`src/rtl/store_splitter.sv`:
```
// rtl/store_splitter.sv - splits misaligned stores into one or two byte-masked bus beats
module store_splitter #(
   parameter int WORDLEN = 64,
   parameter int ADRLEN  = 32
) (
   input  logic                 clk,
   input  logic                 reset,
   input  logic                 ReqValid,
   output logic                 ReqReady,
   input  logic [2:0]           ReqSize,
   input  logic [ADRLEN-1:0]    ReqAdr,
   input  logic [WORDLEN-1:0]   ReqData,
   output logic                 BusValid,
   input  logic                 BusReady,
   output logic [ADRLEN-1:0]    BusAdr,
   output logic [WORDLEN-1:0]   BusData,
   output logic [WORDLEN/8-1:0] BusByteMask,
   output logic                 BusLast,
   output logic [15:0]          MisalignCount
);

   localparam int NB   = WORDLEN / 8;
   localparam int OFFW = $clog2(NB);
   localparam int MW   = 2 * NB;

   typedef enum logic [1:0] {
      IDLE   = 2'b00,
      FIRST  = 2'b01,
      SECOND = 2'b10
   } state_t;

   state_t state, state_next;

   logic [1:0]           eff_size;
   logic [OFFW-1:0]      off;
   logic [MW-1:0]        base_mask;
   logic [MW-1:0]        mask_full;
   logic [2*WORDLEN-1:0] data_full;
   logic                 split_now;
   logic [ADRLEN-1:0]    adr_aligned;

   logic                 split_q;
   logic [NB-1:0]        hi_mask_q;
   logic [WORDLEN-1:0]   hi_data_q;

   logic                 hs;
   logic                 beat_done;
   logic                 unused_size_msb;

   assign unused_size_msb = ReqSize[2];

   // Reset forces ready high so the requester sees an empty block, but nothing is accepted.
   assign ReqReady  = reset | (state == IDLE) | (BusValid & BusReady & BusLast);
   assign hs        = ReqValid & ReqReady & ~reset;
   assign beat_done = BusValid & BusReady;

   // Decode the incoming request into a double-width lane mask and shifted data.
   always_comb begin
      eff_size = ReqSize[1:0];
      if (WORDLEN == 32 && ReqSize[1:0] == 2'b11)
         eff_size = 2'b10;
      case (eff_size)
         2'b00:   base_mask = MW'(8'h01);
         2'b01:   base_mask = MW'(8'h03);
         2'b10:   base_mask = MW'(8'h0F);
         default: base_mask = MW'(8'hFF);
      endcase
      off         = ReqAdr[OFFW-1:0];
      mask_full   = base_mask << off;
      data_full   = {{WORDLEN{1'b0}}, ReqData} << {off, 3'b000};
      split_now   = |mask_full[MW-1:NB];
      adr_aligned = {ReqAdr[ADRLEN-1:OFFW], {OFFW{1'b0}}};
   end

   // State register.
   always_ff @(posedge clk) begin
      if (reset)
         state <= IDLE;
      else
         state <= state_next;
   end

   // Next-state: a beat completing either moves to the second half or to the next request.
   always_comb begin
      state_next = state;
      case (state)
         IDLE: begin
            if (hs)
               state_next = FIRST;
         end
         FIRST: begin
            if (beat_done) begin
               if (split_q)
                  state_next = SECOND;
               else if (hs)
                  state_next = FIRST;
               else
                  state_next = IDLE;
            end
         end
         SECOND: begin
            if (beat_done)
               state_next = hs ? FIRST : IDLE;
         end
         default: state_next = IDLE;
      endcase
   end

   // Beat registers: load beat 0 on accept, swap in the upper half after a split first beat,
   // otherwise go quiet once the last beat has been taken.
   always_ff @(posedge clk) begin
      if (reset) begin
         BusValid      <= 1'b0;
         BusAdr        <= '0;
         BusData       <= '0;
         BusByteMask   <= '0;
         BusLast       <= 1'b0;
         split_q       <= 1'b0;
         hi_mask_q     <= '0;
         hi_data_q     <= '0;
         MisalignCount <= '0;
      end else if (hs) begin
         BusValid    <= 1'b1;
         BusAdr      <= adr_aligned;
         BusByteMask <= mask_full[NB-1:0];
         BusData     <= data_full[WORDLEN-1:0];
         BusLast     <= ~split_now;
         split_q     <= split_now;
         hi_mask_q   <= mask_full[MW-1:NB];
         hi_data_q   <= data_full[2*WORDLEN-1:WORDLEN];
         if (split_now && MisalignCount != 16'hFFFF)
            MisalignCount <= MisalignCount + 16'd1;
      end else if (beat_done) begin
         if (state == FIRST && split_q) begin
            BusAdr      <= BusAdr + ADRLEN'(NB);
            BusByteMask <= hi_mask_q;
            BusData     <= hi_data_q;
            BusLast     <= 1'b1;
         end else begin
            BusValid    <= 1'b0;
            BusByteMask <= '0;
            BusLast     <= 1'b0;
         end
      end
   end

endmodule

```
`config.mk`:
```
export PLATFORM = sky130hd
export DESIGN_NAME = store_splitter
export DESIGN_NICKNAME = d
export VERILOG_FILES = /design/src/rtl/store_splitter.sv
export SDC_FILE = /design/constraint.sdc
export NUM_CORES = 1
export LEC_CHECK = 0
export ABC_CLOCK_PERIOD_IN_PS = 2500
export CAP_MARGIN = 10
export CORE_ASPECT_RATIO = 1.75
export CORE_UTILIZATION = 60
export CTS_CLUSTER_DIAMETER = 50
export DETAILED_ROUTE_END_ITERATION = 7
export DONT_BUFFER_PORTS = 1
export GPL_TIMING_DRIVEN = 0
export PLACE_DENSITY = 0.86
export RECOVER_POWER = 50
export SLEW_MARGIN = 20
export SYNTH_ARGS = -nofsm -noshare
export SYNTH_HDL_FRONTEND = slang
export SYNTH_SLANG_ARGS = --single-unit
```
`constraint.sdc`:
```
create_clock -name clk -period 2.5 [get_ports clk]
set_clock_uncertainty 0.15 [all_clocks]
set_input_delay 0.5 -clock clk [delete_from_list [all_inputs] [get_ports clk]]
set_output_delay 0.5 -clock clk [all_outputs]
set_load 0.005 [all_outputs]
```
Word level (Yosys, flattened, before mapping)
Cells that the tools add are included.
{"block": "totals", "ff_bits": 197, "in_bits": 103, "out_inout_bits": 123, "wordCells": 67}
{"block": "classes", "add_sub_neg": 2, "n_eq_ne": 9, "shifts": 2, "n_mux": 22, "bitwise_logic": 8, "n_reduce_logical": 13}
{"operator": "two-way mux 64 bit", "count": 3}
{"operator": "left shift 64 x 6 -> 128 bit", "count": 1}
{"operator": "two-way mux 32 bit", "count": 3}
{"operator": "adder 32 x 4 -> 32 bit, second input constant", "count": 1}
{"operator": "two-way mux 8 bit", "count": 3}
{"operator": "case mux 8 bit (3 select lines)", "count": 1}
{"operator": "adder 16 x 1 -> 16 bit, second input constant", "count": 1}
{"operator": "inequality test 16 bit, second input constant", "count": 1}
{"operator": "left shift 16 x 3 -> 16 bit", "count": 1}
{"operator": "two-way mux 2 bit", "count": 4}
{"operator": "inequality test 2 bit, second input constant", "count": 4}
{"operator": "AND reduction 2 bit", "count": 4}
{"operator": "OR reduction 8 bit", "count": 1}
{"operator": "two-way mux 1 bit", "count": 7}
{"operator": "case mux 2 bit (3 select lines)", "count": 1}
{"operator": "AND 1 bit", "count": 4}
{"operator": "equality test 2 x 1 -> 1 bit, second input constant", "count": 2}
{"operator": "equality test 2 bit, second input constant", "count": 2}
{"operator": "zero test 2 bit", "count": 2}
{"operator": "nonzero test 2 bit", "count": 2}
{"operator": "AND reduction 3 bit", "count": 1}
{"operator": "logical AND 1 bit", "count": 2}
{"operator": "NOT 1 bit", "count": 2}
{"operator": "OR 1 bit", "count": 2}
{"operator": "OR reduction 2 bit", "count": 1}

Longest topological paths before layout
Gate-level depths: netlist of the first run.
{"block": "logic_depth", "ltp_word": 9, "ltp_mapped": 8, "ltp_nobuf": 6}

Least setup slack after synthesis of the first run
Ideal clock, no wire load.
{"block": "synth_timing", "path_kind": "input -> register", "from": "input port reset", "to": "register BusAdr[18]", "setup_ps": 139, "arrival_ps": 1870, "required_time_ps": 2211, "setup_slack_ps": 342, "path_stages": 7, "path_cell_list": "clkbuf_1 -> o21bai_1 -> o21ai_0 -> clkbuf_1 -> buf_2 -> buf_2 -> a211oi_1"}
{"block": "synth_between", "elab_chain_cells": 6}
{"element": "start: declaration", "line_no": "7", "text": "input logic reset,"}
{"element": "OR 1 bit (2 in series)", "line_no": "53", "text": "assign ReqReady = reset | (state == IDLE) | (BusValid & BusReady & BusLast);"}
{"element": "AND 1 bit (2 in series)", "line_no": "54", "text": "assign hs = ReqValid & ReqReady & ~reset;"}
{"element": "nonzero test 2 bit (no source line)"}
{"element": "AND reduction 2 bit (no source line)"}
{"element": "end signal: assignment", "line_no": "124", "text": "BusAdr <= adr_aligned;"}
{"element": "end signal: assignment", "line_no": "135", "text": "BusAdr <= BusAdr + ADRLEN'(NB);"}
{"element": "end: declaration", "line_no": "15", "text": "output logic [ADRLEN-1:0] BusAdr,"}
Parallel ways exist; a longest one is shown, timed or not.
A chain may end at the register's enable or synchronous reset.

Worst setup path in the final report of the first run
{"block": "layout_timing", "from": "input port ReqAdr[0]", "to": "register BusData[63]"}
{"block": "layout_between", "elab_chain_cells": 2}
{"element": "start: declaration", "line_no": "11", "text": "input logic [ADRLEN-1:0] ReqAdr,"}
{"element": "left shift 64 x 6 -> 128 bit", "line_no": "70", "text": "data_full = {{WORDLEN{1'b0}}, ReqData} << {off, 3'b000};"}
{"element": "two-way mux 64 bit", "line_no": "122", "text": "end else if (hs) begin"}
{"element": "end signal: assignment", "line_no": "126", "text": "BusData <= data_full[WORDLEN-1:0];"}
{"element": "end signal: assignment", "line_no": "137", "text": "BusData <= hi_data_q;"}
{"element": "end: declaration", "line_no": "16", "text": "output logic [WORDLEN-1:0] BusData,"}
No other way between the ends.

==> results of run 1 <==
-- sequential cells by signal, indices dropped and copies added, names as in the netlist --
register       count
BusAdr            29
BusByteMask        8
BusData           64
BusLast            1
BusValid           1
MisalignCount     16
hi_data_q         56
hi_mask_q          7
split_q            1
state              2
-- cells in the final DEF, fill, tap and decap left out, types with 11 or more instances in the layout --
cell         n
a211oi_1    44
o22a_1      16
nand3_1     73
nand2_1    149
a221oi_1    12
clkbuf_1    64
clkbuf_16   17
dfxtp_1    185
and3_1      20
buf_4       11
o21ai_0     33
nor3_1      33
xnor2_1     30
mux2_2      72
clkbuf_2    15
a311oi_1    19
buf_2       17
nor2_1     149
nor4_1      11
a21oi_1     87
mux2i_1     50
-- metrics by stage --
| stage | power (W) | util (%) | setup TNS [ns] | worst slack (ns) | hold WS [ns] |
|---|---|---|---|---|---|
| floorplan | 0.004092 | - | 0 | 0.3417 | 0.2788 |
| global placement | 0.004477 | 63.16 | -72.50 | -0.7069 | 0.2870 |
| detailed placement | 0.004495 | 63.22 | -70.81 | -0.7073 | 0.2919 |
| CTS | 0.007490 | 67.52 | 0 | 0.01239 | 0.01439 |
| global route | 0.007755 | 67.89 | -0.09722 | -0.04221 | 0.01765 |
| finish | 0.007583 | 67.89 | 0 | 0.02430 | 0.01290 |
-- worst max-delay path, stage by stage --
cell and delay, ns:
clkbuf_1 0.27, buf_2 0.31, buf_2 0.41, mux2i_1 0.41, mux2i_1 0.26, mux2_2 0.34
nand2_1 0.07, a21oi_1 0.07
-- cells by family (layout without fill, tap and decap cells) --
| group | Yosys count | count (layout) |
|---|---|---|
| AO/OA/AOI/OAI | 275 | 275 |
| buffers and inverters | 122 | 155 |
| XOR/XNOR | 34 | 34 |
| other | 1 | 3 |
| AND/OR/NAND/NOR | 494 | 494 |
| multiplexers | 122 | 122 |
| adder cells (fa/ha/maj) | 3 | 3 |
| flip-flops | 185 | 185 |
-- worst max-delay path by stage --
stage                          to  cells past startpoint  slack (ns)       from
floorplan              BusAdr[18]                      7        0.34      reset
global placement    hi_data_q[43]                      8       -0.71      reset
detailed placement  hi_data_q[43]                      8       -0.71      reset
CTS                    BusAdr[22]                      7        0.01   BusValid
global route           BusAdr[20]                      5       -0.04  BusAdr[5]
finish                BusData[63]                      8        0.02  ReqAdr[0]
-- routing by layer --
layer / track usage, % / vias to the layer above / part of all wire [%]
li1: - / 4480 / -
met1: 51.15 / 4860 / 33
met2: 78.99 / 794 / 47
met3: 14.44 / 252 / 10
met4: 40.63 / 0 / 9.7
met5: 0 / - / 0
-- what timing repair did --
item / in CTS / in global routing
pin swaps: 0 / 2
buffers inserted: 0 / 5
hold endpoints to repair: 0 / 0
resized for setup: 23 / 16
cloned: 0 / 0
endpoints found under the setup margin: 139 / 131
-- cell type report --
cell class | instances | area, um2
multi-input cells | 931 | 5909
fillers | 1339 | 5255
flip-flops and latches | 185 | 3704
plain buffers | 112 | 501.7
clock buffers | 19 | 442.9
well taps | 224 | 280.3
clock inverters | 13 | 215.2
repair buffers | 5 | 37.54
inverters | 6 | 22.52
-- power groups by stage --
stage	Combinational [W]	Sequential, W	Clock, W
after CTS	0.00116	0.00329	0.00304
after global placement	0.00113	0.00335	0
after detailed placement	0.00114	0.00335	0
after global routing	0.00128	0.00331	0.00317
final	0.00123	0.00329	0.00307
after floorplan	0.000792	0.00330	0
==> metrics, run 1 <==
via density per instance 6.947; crit path time final 2.476 ns; worst hold path depth 2; R2R Path End hi_data_q[40]; # clock sinks 185; placed cell area 10,350 um2; diode count 0; Buffers on Ports 0; compound-cell area share of the yosys netlist 18.86%; ys async rst share 0%; most common library cells after synthesis dfxtp_1 (185), nand2_1 (151), nor2_1 (150); Post-synth EDFFs 0; placed cell count 1,462; power per cell area 682.3 nW/um2; multiplexer area fraction after synthesis 13.05%; R2R cell count 7; Die Area 17,290 um2; H-tree depth 4; status completed; HP Class primary input to register; Distinct cells, synth 59; top cell type's share of synthesized area 36.85%; max_slew headroom 39.94%; Core Region 16,370 um2; Synth area leaders dfxtp_1 (37%), mux2_2 (8.1%), nand2_1 (5.6%); Post-Route WL 42,110 um; Clock Power Share 40.4%; Synth Area in Simple Gates 22.86%; gpl congestion 1.062; startpoint type of the worst setup path primary input; WL/cell 28.17 um; CP Max Fanout 10; kind of critical path primary input to register; Fmax 0.4039 GHz; syn_area_per_cell 8.132 um2; Clock Tree Root clkbuf_16; unrepaired setup endpoints after global routing yes; Hold Vio Cnt, Final 0; FF+latch count, synth 185; Final Slew Violations 0; Worst-path clk slew 0.07 ns; Pleak 3.952 nW; maximum clock path buffer count 2; Slew @ Worst Pin 0.9009 ns; Mapped Area 10,050 um2; VDD IR max 0.6086 mV; I/O pins 226; final routed DRC violation total 0; cell row count 62; Via Count 10,390; drt initial violations 1,161; Die Y 173.2 um; CTS tree built; initial antenna violation count 1; sequential share of power 43.4%; Post-Syn Instances 1,236; final std cells w/o fill 1,495; area leader, netlist dfxtp_1; CTS buffer count 17; Warnings, synthesis 0; GRT overflow 0; Worst R2R Setup Slack 0.03 ns; Hold Crit Endpoint BusAdr[27]; Worst Path Required 2.67 ns; Area Overhead vs Synth 10.57%; vias in the first global route 10,390; layout cell share with drive strength beyond 1 14.71%; Starting Density 61.40%; largest family of logic cells by synthesized area simple AND/OR/NAND/NOR gates; First-pass DRT Iterations 6; Die W 99.84 um; total global-route track usage 48.73%; Logic pwr share 16.2%; hpwl dp 31,710 um; crit end category register; Sw Ratio 29.44%; Final ANT Viol Nets 0; hold path startpoint ReqAdr[27]; worst r2r src state[0]; register area share after synthesis 36.85%; global-route wire length before repair 61,330 um; Synth Area in Adders 0.3486%; Max Cap Viol 0; crit path DAT 2.65 ns; largest net degree at the start of global routing 17; Top FF cell, synth dfxtp_1; crit share post-route 99.03%; Sw Pwr 0.002233 W; most numerous cell in the Yosys netlist dfxtp_1; Layout Nets 1,363; Internal 0.005350 W; Worst-Skew Late Latency 0.46 ns; setup violators final 0; Hold-fix buffers, CTS 0; final instance area 11,110 um2; Synth Area in XOR/XNOR 2.963%
No activity file was read; power rests on OpenSTA's default activity.
==> run 2: changes to the inputs <==
==> config.mk (replaced) <==
export PLATFORM = sky130hd
export DESIGN_NAME = store_splitter
export DESIGN_NICKNAME = d
export VERILOG_FILES = /design/src/rtl/store_splitter.sv
export SDC_FILE = /design/constraint.sdc
export NUM_CORES = 1
export LEC_CHECK = 0
export ABC_CLOCK_PERIOD_IN_PS = 2400
export CAP_MARGIN = 10
export CORE_ASPECT_RATIO = 1.75
export CORE_UTILIZATION = 30
export CTS_CLUSTER_DIAMETER = 50
export DETAILED_ROUTE_END_ITERATION = 7
export DONT_BUFFER_PORTS = 1
export GPL_TIMING_DRIVEN = 0
export PLACE_DENSITY = 0.54
export RECOVER_POWER = 25
export SLEW_MARGIN = 20
export SYNTH_ARGS = -nofsm -noshare
export SYNTH_HDL_FRONTEND = slang
export SYNTH_SLANG_ARGS = --single-unit
==> constraint.sdc (replaced) <==
create_clock -name clk -period 2.4 [get_ports clk]
set_clock_uncertainty 0.15 [all_clocks]
set_input_delay 0.48 -clock clk [delete_from_list [all_inputs] [get_ports clk]]
set_output_delay 0.48 -clock clk [all_outputs]
set_load 0.005 [all_outputs]
==> metrics, run 2 (synthesis results as in run 1) <==
status completed; Worst Path Required 2.63 ns (-0.04 ns); First-pass DRT Iterations 5 (-1); placed cell count 1,643 (+12%); worst path bufs/invs 1 (-2); vias in the first global route 9,808 (-5.6%); cell row count 88 (+42%); HP Class primary input to register; final routed DRC violation total 0 (unchanged); Worst-Skew Late Latency 0.46 ns (about the same); Die Y 244.1 um (+41%); VDD IR max 0.4051 mV (-33%); number of flip-flops in the largest register 64 (unchanged); Starting Density 30.53% (-31 points); CP cell instances o21bai_4 > o21ai_4 > or3_1 > clkbuf_1 > o22a_1 > nor3_1; crit end category register; Die W 140.4 um (+41%); hpwl dp 35,940 um (+13%); global-route wire length before repair 65,050 um (+6.1%); Fmax 0.4258 GHz; Die Area 34,270 um2 (+98%); final std cells w/o fill 1,684 (+13%); Hold Vio Cnt, Final 0 (unchanged); CP Max Fanout 9 (-1); crit-path max cell delay 0.38 ns (-0.03 ns); Biggest register BusData; largest registers BusData: 64 flops, hi_data_q: 56 flops, BusAdr: 29 flops; Pleak 4.000 nW (+1.2%); maximum clock path buffer count 2 (unchanged); crit path DAT 2.58 ns (-0.07 ns); I/O pins 226 (unchanged); Post-Route WL 45,130 um (+7.2%); Max Cap Viol 0 (unchanged); commonest non-fill, non-tap cell in the layout dfxtp_1; worst r2r src state[1]; startpoint type of the worst setup path register; CP top delay family compound AO/OA/AOI/OAI gates; largest net degree at the start of global routing 20 (+3); critical path launch point state[1]; drt initial violations 666 (-43%); total global-route track usage 26.28% (-22 points); post-layout util 34.74% (-33 points); Final ANT Viol Nets 0 (unchanged); crit share post-route 97.86%; # clock sinks 185 (unchanged); Final Slew Violations 0 (unchanged); post-route setup slack 0.05145 ns (+0.02715 ns); Layout Nets 1,371 (+0.59%); setup violators final 0 (unchanged); CTS buffer count 17 (unchanged); Worst-path clk slew 0.07 ns (about the same); kind of critical path register to register; Slew @ Worst Pin 0.9624 ns (+0.06150 ns); gpl congestion 0.9915 (-6.7%); DP Worst Slack -1.182 ns (-0.4749 ns); crit path time final 2.349 ns; max_slew headroom 35.84% (-4.1 points); GRT overflow 0 (unchanged); power per cell area 688.3 nW/um2 (+0.87%); CTS tree built; Via Count 9,826 (-5.4%); Pwr Total 0.007873 W (+3.8%); Clock Tree Root clkbuf_16; commonest cells after routing, fill and taps aside dfxtp_1 (184), nand2_1 (150), nor2_1 (148); diode count 0 (unchanged); via density per instance 5.835 (-16%); H-tree depth 4 (unchanged); Area Overhead vs Synth 13.81%; fillers 3,451 (+160%); layout cell share with drive strength beyond 1 15.72% (+1.0 points); initial antenna violation count 1 (unchanged); unrepaired setup endpoints after global routing no; critical path's slowest cell dfxtp_1; Buffers on Ports 0 (unchanged); Core Region 32,920 um2 (+100%); WL/cell 26.80 um (-4.8%); hold path startpoint ReqData[2]
## run 2: per-stage QoR
stage	instance area (um2)	hold WS [ns]	TNS [ns]
after detailed placement	10570	0.2900	-125.92
after floorplan	10060	0.2788	0
final	11440	0.01080	0
after global placement	10570	0.2875	-126.35
after CTS	11310	0.00004885	0
after global routing	11440	0.01090	0
## run 2: final timing paths
path,cells past startpoint,end,slack (ns)
min,2,BusData[2],0.01
max,6,BusData[8],0.05
min reg2reg,2,hi_data_q[37],0.30
max reg2reg,6,BusData[8],0.05
## run 2: routing by layer
layer	vias up	routed length (um)	global-route usage, %
li1	4521	-	-
met1	4688	15310	26.19
met2	459	22260	45.09
met3	158	3848	8.341
met4	0	3713	20.62
met5	-	0	0
## run 2: area by class of cell
| cell class | count | area, um2 | area share (%) |
|---|---|---|---|
| flip-flops and latches | 185 | 3705 | 32.39 |
| inverters | 6 | 22.52 | 0.1969 |
| well taps | 405 | 506.7 | 4.430 |
| repair buffers | 12 | 97.59 | 0.8532 |
| clock inverters | 14 | 207.7 | 1.816 |
| plain buffers | 112 | 521.8 | 4.561 |
| multi-input cells | 932 | 5938 | 51.91 |
| clock buffers | 18 | 439.2 | 3.839 |
## run 2: power breakdown
part | leakage (nW) | switching (W) | internal [W]
Combinational | 2.18 | 0.000823 | 0.000446
Sequential | 1.52 | 0.000188 | 0.00325
Clock | 0.304 | 0.00137 | 0.00180
## run 2: what timing repair did
action	CTS	global route
cloned	0	1
pin swaps	0	4
hold buffers	3	0
resized for setup	31	30
buffers inserted	0	9
endpoints found under the setup margin	161	85
endpoints found under the hold margin	3	0
==> run 3: changes to the inputs <==
--- a/config.mk
+++ b/config.mk
@@ -10,12 +10,14 @@
 export CORE_ASPECT_RATIO = 1.75
 export CORE_UTILIZATION = 30
 export CTS_CLUSTER_DIAMETER = 50
+export CTS_CLUSTER_SIZE = 24
 export DETAILED_ROUTE_END_ITERATION = 7
 export DONT_BUFFER_PORTS = 1
 export GPL_TIMING_DRIVEN = 0
 export PLACE_DENSITY = 0.54
 export RECOVER_POWER = 25
-export SLEW_MARGIN = 20
+export SKIP_LAST_GASP = 1
+export SLEW_MARGIN = 0
 export SYNTH_ARGS = -nofsm -noshare
 export SYNTH_HDL_FRONTEND = slang
 export SYNTH_SLANG_ARGS = --single-unit
==> metrics, run 3 (synthesis results as in run 1) <==
VDD IR max 0.4375 mV (+8.0%); Worst R2R Setup Slack 0.06 ns (about the same); crit path DAT 2.57 ns (about the same); Fmax 0.4276 GHz (+0.43%); DP Worst Slack -1.192 ns (-0.009990 ns); worst path bufs/invs 1 (unchanged); CTS buffer count 17 (unchanged); cell row count 88 (unchanged); Worst-path clk slew 0.08 ns (about the same); Pwr Total 0.007786 W (-1.1%); kind of critical path register to register; WL/cell 26.80 um (about the same); Slew @ Worst Pin 0.9519 ns (-0.01045 ns); CTS tree built; Biggest register BusData; critical path's slowest cell dfxtp_1; fillers 3,451 (unchanged); post-route setup slack 0.06141 ns (+0.009964 ns); Layout Nets 1,371 (unchanged); Starting Density 30.53% (unchanged); HP Class primary input to register; crit-path max cell delay 0.39 ns (about the same); I/O pins 226 (unchanged); via density per instance 5.805 (-0.52%); setup violators final 0 (unchanged); crit end category register; total global-route track usage 26.37% (+0.087 points); drt initial violations 693 (+4.1%); final std cells w/o fill 1,684 (unchanged); Buffers on Ports 0 (unchanged); vias in the first global route 9,830 (+0.22%); Core Region 32,920 um2 (unchanged); Final Slew Violations 0 (unchanged); layout cell share with drive strength beyond 1 15.72% (unchanged); largest registers BusData: 64 flops, hi_data_q: 56 flops, BusAdr: 29 flops; commonest cells after routing, fill and taps aside dfxtp_1 (185), nand2_1 (150), nor2_1 (148); CP Max Fanout 9 (unchanged); Pleak 3.992 nW (-0.19%); unrepaired setup endpoints after global routing no; CP cell instances o21bai_2 > o21ai_4 > or3_1 > clkbuf_1 > o22a_1 > nor3_1; crit path time final 2.339 ns (-0.009964 ns); placed cell count 1,644 (+0.061%); diode count 0 (unchanged); Final ANT Viol Nets 0 (unchanged); power per cell area 682.4 nW/um2 (-0.85%); max_slew headroom 36.54% (+0.70 points); Via Count 9,775 (-0.52%); startpoint type of the worst setup path register; Area Overhead vs Synth 13.52%; final routed DRC violation total 0 (unchanged); crit share post-route 97.44% (-0.42 points); Post-Route WL 45,130 um (about the same); Die Y 244.1 um (unchanged); Die W 140.4 um (unchanged); # clock sinks 185 (unchanged); H-tree depth 4 (unchanged); Worst Path Required 2.63 ns (about the same); number of flip-flops in the largest register 64 (unchanged); hpwl dp 35,980 um (+0.10%); Clock Tree Root clkbuf_16; gpl congestion 0.9915 (unchanged); maximum clock path buffer count 2 (unchanged); global-route wire length before repair 65,310 um (+0.40%); commonest non-fill, non-tap cell in the layout dfxtp_1; largest net degree at the start of global routing 18 (-10%); initial antenna violation count 0 (-1); CP top delay family compound AO/OA/AOI/OAI gates; Hold Vio Cnt, Final 0 (unchanged); Die Area 34,270 um2 (unchanged); Worst-Skew Late Latency 0.47 ns (about the same); First-pass DRT Iterations 7 (+2); Max Cap Viol 0 (unchanged); GRT overflow 0 (unchanged); status completed
[run 3: power by group]
| group | switching (W) | leakage [nW] | total [W] | internal, W |
|---|---|---|---|---|
| Clock | 0.00139 | 0.289 | 0.00308 | 0.00169 |
| Sequential | 0.000185 | 1.52 | 0.00344 | 0.00325 |
| Combinational | 0.000822 | 2.19 | 0.00127 | 0.000450 |
| Total | 0.00239 | 3.99 | 0.00779 | 0.00539 |
[run 3: final cells by class]
class	count	area, um2	share of cell area (%)
inverters	6	22.52	0.1974
well taps	405	506.7	4.441
flip-flops and latches	185	3704	32.46
clock inverters	14	182.7	1.601
plain buffers	112	518.0	4.540
multi-input cells	931	5914	51.84
clock buffers	18	439.2	3.849
repair buffers	13	122.6	1.075
[run 3: per-layer routing]
| layer | vias to the layer above | track usage [%] | part of all wire [%] | routed length (um) |
|---|---|---|---|---|
| met3 | 142 | 8.204 | 8.8 | 3961 |
| met4 | 0 | 19.30 | 7.6 | 3431 |
| met2 | 429 | 46.34 | 49 | 22260 |
| met5 | - | 0 | 0 | 0 |
| met1 | 4683 | 25.99 | 34 | 15470 |
| li1 | 4521 | - | - | - |
[run 3: worst reg2reg max path: stages, from the launching register on]
cell and delay [ns]:
dfxtp_1 0.39, o21bai_2 0.37, o21ai_4 0.18, or3_1 0.33
clkbuf_1 0.32, o22a_1 0.31, nor3_1 0.19
[run 3: final timing paths]
| path | startpoint | endpoint | cells after the start |
|---|---|---|---|
| max | state[0] | BusData[9] | 6 |
| max reg2reg | state[0] | BusData[9] | 6 |
| min reg2reg | hi_data_q[37] | hi_data_q[37] | 2 |
| min | ReqData[2] | BusData[2] | 2 |
[run 3: what timing repair did]
item / in CTS / in global routing
hold buffers: 5 / 0
pin swaps: 0 / 3
setup buffers: 0 / 7
gates cloned: 0 / 0
setup endpoints to repair: 163 / 93
resized for setup: 35 / 22
hold endpoints to repair: 5 / 0
[run 3: stage by stage]
stage                     setup TNS, ns  hold WS, ns  instance area (um2)  utilization, %
after floorplan                       0       0.2788                10060               -
after global placement          -126.35       0.2875                10570           32.09
after detailed placement        -126.12       0.2900                10570           32.11
after CTS                             0    0.0003134                11310           34.37
after global routing                  0      0.01269                11410           34.66
final                                 0     0.007900                11410           34.66
